`src/rtl/vector_shift_sequencer.sv`:
```
// Sequencer and two-stage pipeline around the vector integer shift unit:
// operand register (S1) feeding the shift unit, result register (S2) feeding write-back.
module vector_shift_sequencer #(
  parameter int DATA_W        = 128,
  parameter int NUM_BEATS_MAX = 8
) (
  input  logic                              clk_i,
  input  logic                              rst_i,
  input  logic                              issue_valid_i,
  output logic                              issue_ready_o,
  input  logic [1:0]                        shift_type_i,
  input  logic [2:0]                        vsew_i,
  input  logic [7:0]                        vl_i,
  input  logic                              operand_valid_i,
  output logic                              operand_ready_o,
  input  logic [DATA_W-1:0]                 vs1_beat_i,
  input  logic [DATA_W-1:0]                 vs2_beat_i,
  output logic                              su_enable_o,
  output logic [1:0]                        su_shift_type_o,
  output logic [2:0]                        su_vsew_o,
  output logic [DATA_W-1:0]                 su_vs1_o,
  output logic [DATA_W-1:0]                 su_vs2_o,
  input  logic [DATA_W-1:0]                 su_vd_i,
  output logic                              wb_valid_o,
  input  logic                              wb_ready_i,
  output logic [DATA_W-1:0]                 wb_data_o,
  output logic [DATA_W/8-1:0]               wb_mask_o,
  output logic [$clog2(NUM_BEATS_MAX)-1:0]  wb_beat_o,
  output logic                              wb_last_o,
  output logic                              done_o
);

  localparam int BYTES     = DATA_W / 8;
  localparam int LOG_BYTES = $clog2(BYTES);
  localparam int BEAT_W    = $clog2(NUM_BEATS_MAX);
  localparam int CNT_W     = BEAT_W + 1;

  typedef enum logic {IDLE = 1'b0, RUN = 1'b1} state_t;

  // Beats needed for vl elements of width 8<<sew, clamped to NUM_BEATS_MAX; zero for reserved widths.
  function automatic logic [CNT_W-1:0] beat_count(input logic [2:0] sew, input logic [7:0] vl);
    int sh;
    int n;
    if (sew > 3'd3) return '0;
    sh = LOG_BYTES - int'(sew);
    n  = (int'(vl) + (1 << sh) - 1) >> sh;
    if (n > NUM_BEATS_MAX) n = NUM_BEATS_MAX;
    return CNT_W'(n);
  endfunction

  function automatic logic [BYTES-1:0] tail_mask(input logic [BEAT_W-1:0] beat,
                                                  input logic [2:0] sew,
                                                  input logic [7:0] vl);
    logic [BYTES-1:0] m;
    int idx;
    m = '0;
    for (int b = 0; b < BYTES; b++) begin
      idx  = int'(beat) * BYTES + b;
      m[b] = (idx >> sew) < int'(vl);
    end
    return m;
  endfunction

  state_t             state_q;
  logic [1:0]         shift_type_q;
  logic [2:0]         vsew_q;
  logic [7:0]         vl_q;
  logic [CNT_W-1:0]   total_q;
  logic [CNT_W-1:0]   issued_q;
  logic               done_q;

  logic [DATA_W-1:0]  vs1_p1;
  logic [DATA_W-1:0]  vs2_p1;
  logic [BEAT_W-1:0]  beat_p1;
  logic               vld_p1;

  logic [DATA_W-1:0]  vd_p2;
  logic [BYTES-1:0]   mask_p2;
  logic [BEAT_W-1:0]  beat_p2;
  logic               last_p2;
  logic               vld_p2;

  logic               stall;
  logic               issue_fire;
  logic               op_fire;
  logic               wb_fire;
  logic               last_p1;
  logic [CNT_W-1:0]   issue_cnt;

  assign stall           = vld_p2 & ~wb_ready_i;
  assign issue_ready_o   = (state_q == IDLE) & ~rst_i;
  assign operand_ready_o = (state_q == RUN) & ~stall & (issued_q < total_q) & ~rst_i;
  assign issue_fire      = issue_valid_i & issue_ready_o;
  assign op_fire         = operand_valid_i & operand_ready_o;
  assign wb_fire         = vld_p2 & wb_ready_i;
  assign issue_cnt       = beat_count(vsew_i, vl_i);
  assign last_p1         = ({1'b0, beat_p1} == (total_q - CNT_W'(1)));

  always_ff @(posedge clk_i) begin
    if (rst_i) begin
      state_q      <= IDLE;
      shift_type_q <= '0;
      vsew_q       <= '0;
      vl_q         <= '0;
      total_q      <= '0;
      issued_q     <= '0;
      done_q       <= 1'b0;
    end else begin
      done_q <= 1'b0;
      case (state_q)
        IDLE: begin
          if (issue_fire) begin
            shift_type_q <= shift_type_i;
            vsew_q       <= vsew_i;
            vl_q         <= vl_i;
            total_q      <= issue_cnt;
            issued_q     <= '0;
            // Empty instructions complete without entering RUN.
            if (issue_cnt == '0) done_q  <= 1'b1;
            else                 state_q <= RUN;
          end
        end
        RUN: begin
          if (op_fire) issued_q <= issued_q + CNT_W'(1);
          if (wb_fire && last_p2) begin
            state_q <= IDLE;
            done_q  <= 1'b1;
          end
        end
        default: state_q <= IDLE;
      endcase
    end
  end

  // S1: operand register driving the shift unit
  always_ff @(posedge clk_i) begin
    if (rst_i) begin
      vld_p1  <= 1'b0;
      vs1_p1  <= '0;
      vs2_p1  <= '0;
      beat_p1 <= '0;
    end else if (!stall) begin
      vld_p1 <= op_fire;
      if (op_fire) begin
        vs1_p1  <= vs1_beat_i;
        vs2_p1  <= vs2_beat_i;
        beat_p1 <= issued_q[BEAT_W-1:0];
      end
    end
  end

  // S2: write-back register holding the captured shift result
  always_ff @(posedge clk_i) begin
    if (rst_i) begin
      vld_p2  <= 1'b0;
      vd_p2   <= '0;
      mask_p2 <= '0;
      beat_p2 <= '0;
      last_p2 <= 1'b0;
    end else if (!stall) begin
      vld_p2 <= vld_p1;
      if (vld_p1) begin
        vd_p2   <= su_vd_i;
        mask_p2 <= tail_mask(beat_p1, vsew_q, vl_q);
        beat_p2 <= beat_p1;
        last_p2 <= last_p1;
      end
    end
  end

  assign su_enable_o     = vld_p1;
  assign su_shift_type_o = shift_type_q;
  assign su_vsew_o       = vsew_q;
  assign su_vs1_o        = vs1_p1;
  assign su_vs2_o        = vs2_p1;

  assign wb_valid_o = vld_p2;
  assign wb_data_o  = vd_p2;
  assign wb_mask_o  = mask_p2;
  assign wb_beat_o  = beat_p2;
  assign wb_last_o  = last_p2;
  assign done_o     = done_q;

endmodule

```
`config.mk`:
```
export PLATFORM = sky130hd
export DESIGN_NAME = vector_shift_sequencer
export DESIGN_NICKNAME = d
export VERILOG_FILES = /design/src/rtl/vector_shift_sequencer.sv
export SDC_FILE = /design/constraint.sdc
export NUM_CORES = 1
export LEC_CHECK = 0
export ABC_CLOCK_PERIOD_IN_PS = 5400
export BUFFER_PORTS_ARGS = -buffer_cell sky130_fd_sc_hd__buf_2
export CAP_MARGIN = 20
export CORE_AREA = 2 2 318 320
export CTS_BUF_LIST = sky130_fd_sc_hd__clkbuf_8
export CTS_CLUSTER_SIZE = 40
export DETAILED_ROUTE_END_ITERATION = 6
export DIE_AREA = 0 0 320 322
export GPL_TIMING_DRIVEN = 0
export MAX_ROUTING_LAYER = met4
export PLACE_DENSITY = 0.37
export REMOVE_ABC_BUFFERS = 1
export SYNTH_ARGS = -nofsm -noshare
export SYNTH_HDL_FRONTEND = slang
export SYNTH_SLANG_ARGS = --single-unit
```
`constraint.sdc`:
```
create_clock -name clk_i -period 5.4 [get_ports clk_i]
set_input_delay 0.54 -clock clk_i [delete_from_list [all_inputs] [get_ports clk_i]]
set_output_delay 0.54 -clock clk_i [all_outputs]
set_load 0.01 [all_outputs]
```
### Yosys cells after proc, flatten, opt, wreduce, memory -nomap -nowiden

Index checks and enable logic that the tools add are counted.

| word-level totals | value |
|---|---|
| register bits | 432 |
| bits of input ports | 402 |
| output and inout bits | 414 |

| cells by class | value |
|---|---|
| $add $sub $neg | 20 |
| order comparisons | 19 |
| equal/unequal tests | 3 |
| shifts and indexed selects | 18 |
| mux-type cells | 15 |
| bitwise gates (word level) | 12 |
| reductions and logical operators | 6 |

Operators by type and width:

| operator | count |
|---|---|
| < comparator 32 x 9 -> 1 bit | 16 |
| >> shifter 8 x 3 -> 32 bit | 15 |
| adder 7 x 4 -> 8 bit, second input constant | 8 |
| adder 7 x 3 -> 8 bit, second input constant | 4 |
| adder 9 x 32 -> 32 bit | 1 |
| greater-than comparator 32 x 5 -> 1 bit, second input constant | 1 |
| << shifter 1 x 32 -> 32 bit, first input constant | 1 |
| >> shifter 32 x 32 -> 32 bit | 1 |
| >> shifter 7 x 3 -> 32 bit | 1 |
| subtractor 32 x 2 -> 32 bit, second input constant | 1 |
| 2-to-1 mux 4 bit | 5 |
| adder 7 x 2 -> 8 bit, second input constant | 2 |
| adder 7 x 1 -> 8 bit, second input constant | 1 |
| AND 1 bit | 8 |
| one-hot mux 4 bit (2 select lines) | 1 |
| AND reduction 2 bit | 4 |
| 2-to-1 mux 1 bit | 7 |
| adder 4 x 1 -> 4 bit, second input constant | 1 |
| equality test 3 x 4 -> 1 bit | 1 |
| logical NOT 4 bit | 1 |
| < comparator 4 bit | 1 |
| NOT 1 bit | 4 |
| one-hot mux 1 bit (2 select lines) | 2 |
| subtractor 3 x 3 -> 4 bit, first input constant | 1 |
| other kinds (5) | 5 |

### Logic depth before layout (Yosys ltp)

Gate-level depths: netlist of the first run.

| depth | value |
|---|---|
| word-level depth | 12 |
| depth in mapped cells | 20 |

### Worst setup path after synthesis of the first run

OpenSTA, ideal clock, no wires.

| path | value |
|---|---|
| path kind | input-to-reg |
| start | input vsew_i[0] |
| end | register total_q[0] |
| data arrival time | 4874 ps |
| required time | 5313 ps |
| path slack | 439 ps |
| stages on the path | 19 |
| path buffers | 3 |
| cells stage by stage | buf_2 > inv_1 > ha_1 > buf_4 > xor2_1 > clkbuf_1 > nand3_1 > ha_1 > inv_1 > ha_1 > and3_4 > a221o_1 > a311o_1 > and3_4 > o32a_1 > or4_1 > a221oi_2 > a31oi_1 > o31ai_1 |

| on the way | value |
|---|---|
| longest elaborated chain between the ends | 8 |
| elaborated cells on any way between the ends | 10 |
| classes of those cells | add/sub (3); order compare (2); shift (2); mux (3) |

RTL lines:

| item | line | text |
|---|---|---|
| start: declaration | 12 | `input logic [2:0] vsew_i,` |
| subtractor 3 x 3 -> 4 bit | 45 | `sh = LOG_BYTES - int'(sew);` |
| << shifter 1 x 32 -> 32 bit | 46 | `n = (int'(vl) + (1 << sh) - 1) >> sh;` |
| adder 9 x 32 -> 32 bit | 46 |  |
| subtractor 32 x 2 -> 32 bit | 46 |  |
| >> shifter 32 x 32 -> 32 bit | 46 |  |
| greater-than comparator 32 x 5 -> 1 bit | 47 | `if (n > NUM_BEATS_MAX) n = NUM_BEATS_MAX;` |
| 2-to-1 mux 4 bit | 47 |  |
| 2-to-1 mux 4 bit (*) | 45 |  |
| end signal: assignment | 116 | `total_q <= issue_cnt;` |
| end: declaration | 68 | `logic [CNT_W-1:0] total_q;` |

Every way passes the cells marked *; elsewhere a longest branch is shown, timed or not.
A chain may end at the register's enable or synchronous reset.

### Worst setup path in the final report of the first run

| path | value |
|---|---|
| start | input vsew_i[0] |
| end | register total_q[1] |

Same word-level chain as after synthesis.

==> results of run 1 <==
[final cells by class]
| type | count | area share, % |
|---|---|---|
| clock buffer | 109 | 5.33 |
| multi-input combinational | 1642 | 28.7 |
| inverter | 48 | 0.641 |
| sequential | 432 | 30.8 |
| tap | 1298 | 5.78 |
| clock inverter | 42 | 0.699 |
| antenna | 14 | 0.125 |
| timing repair buffer | 1165 | 28.0 |
[placed cells by master, fill, tap and decap left out, types with 8 or more instances in the layout]
cell type,n
nor3_1,13
a21oi_1,443
nand3_1,18
nand2b_1,11
o21ai_0,48
ha_1,54
conb_1,15
inv_1,83
nor2_1,35
clkbuf_8,109
a21o_1,34
dlygate4sd3_1,331
buf_2,814
diode_2,14
dfxtp_1,432
buf_16,14
o31ai_1,16
a211oi_1,8
nand2_1,835
[report_power, final]
| group | internal, mW | total (mW) | switching [mW] |
|---|---|---|---|
| combinational | 0.468 | 0.931 | 0.463 |
| sequential | 3.22 | 3.24 | 0.0235 |
| clock | 1.84 | 3.38 | 1.54 |
[kinds of logic (layout without fill, tap and decap cells)]
logic type | count (synthesis) | after routing | share of synthesized area, %
AOI/OAI and AO/OA | 606 | 606 | 19.3
xor gates and xnor gates | 14 | 14 | 0.704
adders and majority gates | 56 | 56 | 4.06
buffers and inverters | 210 | 1364 | 4.57
DFF | 432 | 432 | 49.6
muxes | 6 | 6 | 0.352
other | 2 | 29 | 0.0431
and+or+nand+nor | 945 | 945 | 21.3
[stage by stage]
stage | TNS (ps) | cell area [sq um] | cells
2_1_floorplan | -334070 | 16900 | 2122
3_3_place_gp | -3567170 | 22600 | 4235
3_5_place_dp | -3510 | 23100 | 4254
4_1_cts | 0 | 28100 | 4736
5_1_grt | 0 | 28100 | 4749
6_report | 0 | 28100 | 4750
[cell usage after synthesis (4+ instances only)]
library cell  number
a211oi_1           8
a21boi_0           5
a21o_1            34
a21oi_1          443
a31oi_1            7
and2_1             4
clkbuf_1         156
dfxtp_1          432
ha_1              55
inv_1             47
mux2i_1            5
nand2_1          836
nand2b_1          12
nand3_1           18
nor2_1            35
nor2b_1            6
nor3_1            13
o211ai_1           5
o21a_1             5
o21ai_0           48
o22ai_1            4
o31ai_1           16
or3_1              4
xnor2_1            6
xor2_1             8
[worst paths after layout]
| kind | start | end | slack [ps] | cells after the start |
|---|---|---|---|---|
| max reg2reg | total_q[1] | su_vs1_o[119] | 1890 | 13 |
| min reg2reg | wb_data_o[67] | wb_data_o[67] | 450 | 2 |
| max | vsew_i[0] | total_q[1] | 300 | 17 |
| min | vs1_beat_i[107] | su_vs1_o[107] | 100 | 3 |
[sequential cells by signal (all words and copies together), names as in the netlist]
name             count
wb_last_o            1
issued_q             4
done_o               1
vl_q                 8
su_vs2_o           128
wb_valid_o           1
state_q              1
beat_p1              3
su_vs1_o           128
su_shift_type_o      2
su_enable_o          1
wb_beat_o            3
wb_data_o          128
su_vsew_o            3
total_q              4
wb_mask_o           16
[what timing repair did]
item	4_1_cts	5_1_grt
hold buffers	331	0
resized for setup	0	2
setup endpoints to repair	0	6
endpoints found under the hold margin	331	0
[layer usage]
metal	track usage (%)	share of wire [%]	up-vias
met3	6.37	8.9	152
li1	-	-	9725
met5	-	0	-
met2	25.6	48	629
met4	4.97	2.6	0
met1	17.4	40	8924
[critical path, stage by stage]
cell	delay, ps
buf_2	270
inv_1	230
ha_2	560
inv_1	190
or3_1	410
ha_1	290
inv_1	40
ha_1	350
and3_4	210
a221o_1	430
a311o_1	420
and3_4	190
o32a_1	340
or4_1	500
a221oi_2	280
a31oi_1	180
o31ai_1	260
==> impl_metrics.yaml, run 1 <==
die:
  die_w_microns: 320
  std_cell_rows: 116
  die_h_microns: 322
  ios: 816
  die_area_sq_um: 103000
  core-area_sq_um: 99600
  start_util_pct: 17.5
pwr:
  p_leak_nw: 12.3
  p_per_area_nw_per_um2: 269
  power_mw: 7.55
  ir_worst_vdd_uv: 188
sta:
  fin_worst_skew_ps: 35.5
  slew_violations: 0
  finalSetupViolCount: 0
  timing.final.crit_share_pct: 94.4
  fmax_ghz: 0.196
  finalCriticalPeriod_ps: 5100
  relSlewSlack_pct: 38.1
  hold_viol: 0
  tightestPinTransition_ps: 928
  rsz0062_at_grt: "no"
  whs_ps: 104
  worst_slack_ps: 302
finish:
  drive_gt1_share_pct: 28.1
  multi_input_area_sq_um: 8070
  syn_to_final_growth_pct: 61.4
  final_util_pct: 28.2
  layout.nets: 3836
  seq_area_sq_um: 8650
  fillers: 11000
grt:
  gr-total-overflow: 0
  grt_usage_pct: 15.7
  antenna_found_initial: 21
  grt_pass1_wl_microns: 120000
  grt_start_max_net_pins: 125
  grt_pass1_vias: 19100
logic_synthesis:
  yosysTopAreaCellShare_pct: 49.6
  seq_area_frac_synth_pct: 49.6
  postSynthAreaPerCell_sq_um: 7.67
  syn_inst: 2271
  syn_area_sq_um: 17400
  yosys.area.top_type: "dfxtp_1"
  ys_async_sr_fraction_pct: 0
  dominantRegCellSynth: "dfxtp_1"
  synth_edf_count: 0
  synth_area_leaders: "dfxtp_1 50%, nand2_1 18%, a21oi_1 13%"
  ys_warn_count: 0
  ys_types: 65
  ys_ff_latch: 432
clock_tree:
  clk_latency_ps: 710
  cts_buffers: 89
  cts_root_buf: "clkbuf_8"
  cts.clk_slew.worst_paths_ps: 50
  clockBufferDepth: 3
  clock_sinks: 432
  post_cts_buffers: 0
  cts_htree_levels: 3
  cts_tree: "built"
placement:
  dp_hpwl_microns: 60300
  io_buffers: 815
  gp_congestion: 0.797
  place_ws_ps: -675
hold_path:
  min_path_type: "primary input to register"
drt:
  viasPerCell: 4.09
  antenna_left: 0
  drtIter0Drc: 1012
  vias: 19400
  drt-total-wl_microns: 82700
  dr.pass1.iters: 5
  wl_per_cell_microns: 17.4
  drc: 0
job:
  drv_cap: 0
critical_path:
  cp-start-kind: "primary input"
  crit_fanout: 16
  critPathKind: "primary input to register"
  end_kind: "register"
  crit_required_ps: 5990
  cp_data_arrival_time_ps: 5690
run_status:
  status: "completed"
Power figures use the tool's default switching activity.
==> run 2: changes to the inputs <==
--- a/config.mk
+++ b/config.mk
@@ -13,7 +13,7 @@
 export CTS_CLUSTER_SIZE = 40
 export DETAILED_ROUTE_END_ITERATION = 6
 export DIE_AREA = 0 0 320 322
-export GPL_TIMING_DRIVEN = 0
+export GPL_TIMING_DRIVEN = 1
 export MAX_ROUTING_LAYER = met4
 export PLACE_DENSITY = 0.37
 export REMOVE_ABC_BUFFERS = 1
==> run 2 against run 1 <==
  * Sequential share of layout area rose by 0.38 points
  * Design area down 1.2%
  * Clock skew fell by 0.51 ps
  * Power up 1.3%
  * Clock power grew 3%
  * Setup slack improved by 550 ps
  * Global-route usage hardly changed
  * Sequential cell count did not move
  * Die area is the same
  * Cell count shrank 0.40%
  * Critical path depth unchanged
  * Maximum frequency up 12%
  * Critical path type unchanged
==> impl_metrics.yaml, run 2 (synthesis gave the netlist of run 1 again) <==
critical_path:
  end_kind: "register"
  cp_data_arrival_time_ps: 5130
  reg2reg_depth: 10
  path_buf_inv: 4
  path_cells: "buf_2 -> inv_1 -> ha_1 -> inv_1 -> or3_1 -> ha_1 -> inv_1 -> ha_1 -> and3_4 -> a221o_1 -> a311o_1 -> and3_4 -> o32a_1 -> or4_1 -> a221oi_2 -> a31oi_1 -> o31ai_1"
  critPathMaxStageDelay_ps: 480
  cp-start-kind: "primary input"
  slowest_stage: "or4_1"
  critPathKind: "primary input to register"
  crit_fanout: 7
  rrSetupSlack_ps: 1620
  worst-path-stages: 17
  cp_top_family: "compound AO/OA/AOI/OAI gates"
  crit_required_ps: 5980
pwr:
  p_per_area_nw_per_um2: 275
  ir_worst_vdd_uv: 183
  p_leak_nw: 12.2
finish:
  final_cells: 4731
  final_cell_mix: "835 x nand2_1, 814 x buf_2, 443 x a21oi_1, 432 x dfxtp_1, 313 x dlygate4sd3_1"
  syn_to_final_growth_pct: 59.4
  final_util_pct: 27.9
  final_common_cell: "nand2_1"
  layout.nets: 3822
  drive_gt1_share_pct: 28.4
grt:
  grt_start_max_net_pins: 163
  grt_pass1_wl_microns: 120000
  grt_usage_pct: 15.7
  grt_pass1_vias: 19400
  antenna_found_initial: 14
  gr-total-overflow: 0
placement:
  gp_congestion: 0.825
  dp_hpwl_microns: 60000
  io_buffers: 815
  dp_cells: 4259
clock_tree:
  clk_latency_ps: 700
  cts_buffers: 88
  cts_htree_levels: 3
  clockBufferDepth: 3
  cts_root_buf: "clkbuf_8"
  post_cts_resized: 0
  cts_tree: "built"
  post_cts_buffers: 0
  cts.clk_slew.worst_paths_ps: 60
  clock_sinks: 432
  cts_hold_buffers: 313
drt:
  viasPerCell: 4.10
  dr.pass1.iters: 5
  vias: 19400
  drtIter0Drc: 811
  antenna_left: 0
  wl_per_cell_microns: 17.6
  drt-total-wl_microns: 83100
  drc: 0
sta:
  hold_viol: 0
  tightestPinTransition_ps: 1060
  fin_worst_skew_ps: 35.0
  finalCriticalPeriod_ps: 4550
  timing.final.crit_share_pct: 84.2
  fmax_ghz: 0.220
  relSlewSlack_pct: 29.3
  rsz0062_at_grt: "no"
  slew_violations: 0
  finalSetupViolCount: 0
die:
  die_h_microns: 322
  die_w_microns: 320
  ios: 816
  start_util_pct: 17.5
  std_cell_rows: 116
  die_area_sq_um: 103000
  core-area_sq_um: 99600
run_status:
  status: "completed"
job:
  drv_cap: 0
hold_path:
  min_path_type: "primary input to register"
  min_delay_path_depth: 3
## run 2: power breakdown
group | total, mW | internal (mW) | switching [mW]
combinational | 0.922 | 0.458 | 0.464
clock | 3.48 | 1.96 | 1.52
sequential | 3.24 | 3.22 | 0.0239
## run 2: path summary, 6_finish.rpt
kind	endpoint	from
max	total_q[0]	vsew_i[1]
min	su_vs2_o[66]	vs2_beat_i[66]
max reg2reg	su_vs2_o[12]	total_q[1]
min reg2reg	wb_data_o[118]	wb_data_o[118]
## run 2: layout make-up
type	instances	area [sq um]
diodes	9	22.5
clock inverters	43	283
inverters	48	180
repair buffers	1152	7490
well taps	1298	1620
fillers	11100	71800
flip-flops and latches	432	8650
clock buffers	107	1470
multi-input cells	1642	8060
## run 2: layer usage
layer,share of wire [%],GRT usage (%)
met1,41,17.3
met2,48,25.9
met3,8.7,5.80
met4,2.6,5.64
met5,0,-
## run 2: worst register-to-register path: stages, from the launching register on
cell	delay (ps)
dfxtp_1	350
inv_1	70
ha_1	280
o21ai_0	70
nand2b_1	80
a21o_1	170
a2111oi_1	950
nand2_4	640
buf_12	460
nand2_1	460
a21oi_1	80
## run 2: through the flow
| step | setup WS (ps) | TNS (ps) | power (mW) | hold slack (ps) | cell area, sq um |
|---|---|---|---|---|---|
| 2_1_floorplan | -1800 | -334070 | 3.67 | 448 | 16900 |
| 3_3_place_gp | 196 | 0 | 4.04 | 440 | 22900 |
| 3_5_place_dp | 182 | 0 | 4.04 | 443 | 22900 |
| 4_1_cts | 982 | 0 | 7.83 | 0.0367 | 27800 |
| 5_1_grt | 641 | 0 | 8.05 | 40.8 | 27800 |
| 6_report | 852 | 0 | 7.65 | 105 | 27800 |
==> run 3: changes to the inputs <==
--- a/config.mk
+++ b/config.mk
@@ -5,17 +5,18 @@
 export SDC_FILE = /design/constraint.sdc
 export NUM_CORES = 1
 export LEC_CHECK = 0
-export ABC_CLOCK_PERIOD_IN_PS = 5400
+export ABC_AREA = 1
+export ABC_CLOCK_PERIOD_IN_PS = 3900
 export BUFFER_PORTS_ARGS = -buffer_cell sky130_fd_sc_hd__buf_2
 export CAP_MARGIN = 20
-export CORE_AREA = 2 2 318 320
+export CORE_AREA = 2 2 316 318
 export CTS_BUF_LIST = sky130_fd_sc_hd__clkbuf_8
 export CTS_CLUSTER_SIZE = 40
 export DETAILED_ROUTE_END_ITERATION = 6
-export DIE_AREA = 0 0 320 322
+export DIE_AREA = 0 0 318 320
 export GPL_TIMING_DRIVEN = 1
 export MAX_ROUTING_LAYER = met4
-export PLACE_DENSITY = 0.37
+export PLACE_DENSITY = 0.39
 export REMOVE_ABC_BUFFERS = 1
 export SYNTH_ARGS = -nofsm -noshare
 export SYNTH_HDL_FRONTEND = slang
==> constraint.sdc (replaced) <==
create_clock -name clk_i -period 3.9 [get_ports clk_i]
set_input_delay 0.39 -clock clk_i [delete_from_list [all_inputs] [get_ports clk_i]]
set_output_delay 0.39 -clock clk_i [all_outputs]
set_load 0.01 [all_outputs]
==> run 3 against run 2 <==
  * Count of clock-buffer cells in the layout decreased by 7
  * Wire length increased by 2.2%
  * Largest power group unchanged
  * Clock power increased by 42%
  * Cell count increased by 6.2%
  * Global-route usage increased by 0.87 points
  * Power increased by 42%
  * Synthesized cell count increased by 7.8%
  * Sequential cell count unchanged
  * Sequential share of layout area decreased by 1.4 points
  * Clock skew increased by 36 ps
  * Die area decreased by 1.2%
==> impl_metrics.yaml, run 3 <==
clock_tree:
  cts.clk_slew.worst_paths_ps: 50
  clockBufferDepth: 3
  cts_tree: "built"
  cts_root_buf: "clkbuf_8"
  clk_latency_ps: 730
  cts_buffers: 89
  clock_sinks: 432
  cts_htree_levels: 3
sta:
  slew_violations: 0
  whs_ps: 62.7
  fin_setup_tns_ps: 0
  tightestPinTransition_ps: 1160
  fmax_ghz: 0.278
  rsz0062_at_grt: "no"
  timing.final.crit_share_pct: 92.3
  finalCriticalPeriod_ps: 3600
  fin_worst_skew_ps: 70.9
  hold_viol: 0
  relSlewSlack_pct: 22.4
  finalSetupViolCount: 0
grt:
  antenna_found_initial: 10
  grt_start_max_net_pins: 213
  grt_usage_pct: 16.6
  grt_pass1_wl_microns: 127000
  grt_pass1_vias: 20400
  gr-total-overflow: 0
drt:
  drtIter0Drc: 940
  vias: 20300
  viasPerCell: 4.05
  antenna_left: 0
  dr.pass1.iters: 4
  drt-total-wl_microns: 85000
  drc: 0
  wl_per_cell_microns: 16.9
logic_synthesis:
  synth.most_common_cell: "nor2_1"
  yosysTopAreaCellShare_pct: 48.9
  synth_common_cells: "821 x nor2_1, 432 x dfxtp_1, 420 x o21ai_0"
  syn_area_sq_um: 17700
  synth_area_leaders: "dfxtp_1 49%, nor2_1 17%, o21ai_0 12%"
  ys_ff_latch: 432
  yosys.area.top_type: "dfxtp_1"
  synth_edf_count: 0
  ys_types: 40
  postSynthAreaPerCell_sq_um: 7.23
  syn_inst: 2449
  dominantRegCellSynth: "dfxtp_1"
  seq_area_frac_synth_pct: 48.9
  ys_async_sr_fraction_pct: 0
  ys_warn_count: 0
job:
  drv_cap: 0
placement:
  dp_cells: 4474
  io_buffers: 815
  placement.cell_area_sq_um: 23400
  dp_hpwl_microns: 62700
  gp_congestion: 0.815
finish:
  layout.nets: 4117
  final_cell_mix: "819 x nor2_1, 815 x buf_2, 432 x dfxtp_1, 420 x o21ai_0, 381 x dlygate4sd3_1"
  final_cell_area_sq_um: 29100
  final_util_pct: 29.7
  final_cells: 5025
  drive_gt1_share_pct: 27.7
  final_common_cell: "nor2_1"
  syn_to_final_growth_pct: 64.6
critical_path:
  crit_required_ps: 4440
  r2r_start: "total_q[3]"
  crit_fanout: 5
  critPathKind: "primary input to register"
  critPathMaxStageDelay_ps: 550
  end_kind: "register"
  critPathLaunch: "vsew_i[2]"
  path_buf_inv: 9
  cpMostUsedCell: "nand2_1"
  cp_top_family: "simple AND/OR/NAND/NOR gates"
  cp-start-kind: "primary input"
  cp_data_arrival_time_ps: 4140
  slowest_stage: "dlygate4sd3_1"
die:
  std_cell_rows: 115
  core-area_sq_um: 98000
  die_h_microns: 320
  die_w_microns: 318
  ios: 816
  start_util_pct: 18.1
  die_area_sq_um: 102000
hold_path:
  hold_start: "vs2_beat_i[50]"
  min_path_type: "primary input to register"
run_status:
  status: "completed"
pwr:
  p_per_area_nw_per_um2: 374
  ir_worst_vdd_uv: 226
  p_leak_nw: 14.2
run 3: cell types whose count changed after synthesis, sizes merged, moves of 17 or more:
cell    delta
nand3     +53
a21oi    -389
inv       +66
nand4     +17
o21ai    +375
buf       +23
clkbuf    -31
a21o      -34
nor2     +787
nand2    -590
run 3: final timing paths:
kind	end	slack (ps)	cells past startpoint
setup / recovery	state_q	300	35
hold / removal	su_vs2_o[50]	60	3
setup reg to reg	su_vs2_o[91]	870	12
hold reg to reg	su_shift_type_o[0]	460	2
run 3: worst register-to-register path: stages (launching register included):
cell and delay [ps]:
dfxtp_1 360, inv_1 80, ha_1 290, nand2_1 50, nor2_1 90, a211oi_1 60, o2111ai_1 80, inv_1 130
nand2_4 340, buf_4 570, buf_4 610, o21ai_0 210, nor2_1 150
run 3: report_power, final:
group | total (mW) | switching, mW | internal [mW]
sequential | 4.47 | 0.0255 | 4.45
clock | 4.95 | 2.20 | 2.75
combinational | 1.46 | 0.739 | 0.726
total | 10.9 | 2.96 | 7.92
run 3: cell families (layout without fill, tap and decap cells):
family          after synthesis  after routing  synth area share, %
fa+ha+maj                    56             56                 4.00
simple gates               1174           1174                 26.0
compound gates              508            508                 14.7
other cells                   2             26               0.0424
buf+inv                     270           1535                 5.98
xor+xnor                      7              7                0.346
flops                       432            432                 48.9
run 3: routing by layer:
metal	part of all wire, %	global-route usage [%]	vias to the layer above	wire length (microns)
met5	0	-	-	0
met4	2.6	4.94	0	2240
met3	6.9	5.00	131	5830
met2	49	28.6	644	41800
met1	41	18.3	9234	35000
li1	-	-	10300	-
run 3: layout make-up:
cell class	count	area (sq um)
Antenna cell	11	27.5
Inverter	116	453
Multi-Input combinational cell	1760	8090
Fill cell	11000	68900
Timing Repair Buffer	1260	8490
Clock buffer	100	1380
Clock inverter	59	438
Tap cell	1287	1610
Sequential cell	432	8650
run 3: repair_timing:
| action | CTS | global route |
|---|---|---|
| setup endpoints to repair | 0 | 6 |
| gates resized for setup | 0 | 8 |
| endpoints found under the hold margin | 381 | 0 |
| hold buffers | 381 | 0 |
| setup buffers | 0 | 0 |
run 3: stage by stage:
stage          setup slack [ps]  total power, mW
2_1_floorplan             -8760             5.19
3_3_place_gp               -131             5.70
3_5_place_dp              -97.0             5.69
4_1_cts                     256             11.1
5_1_grt                    58.2             11.5
6_report                    301             10.9
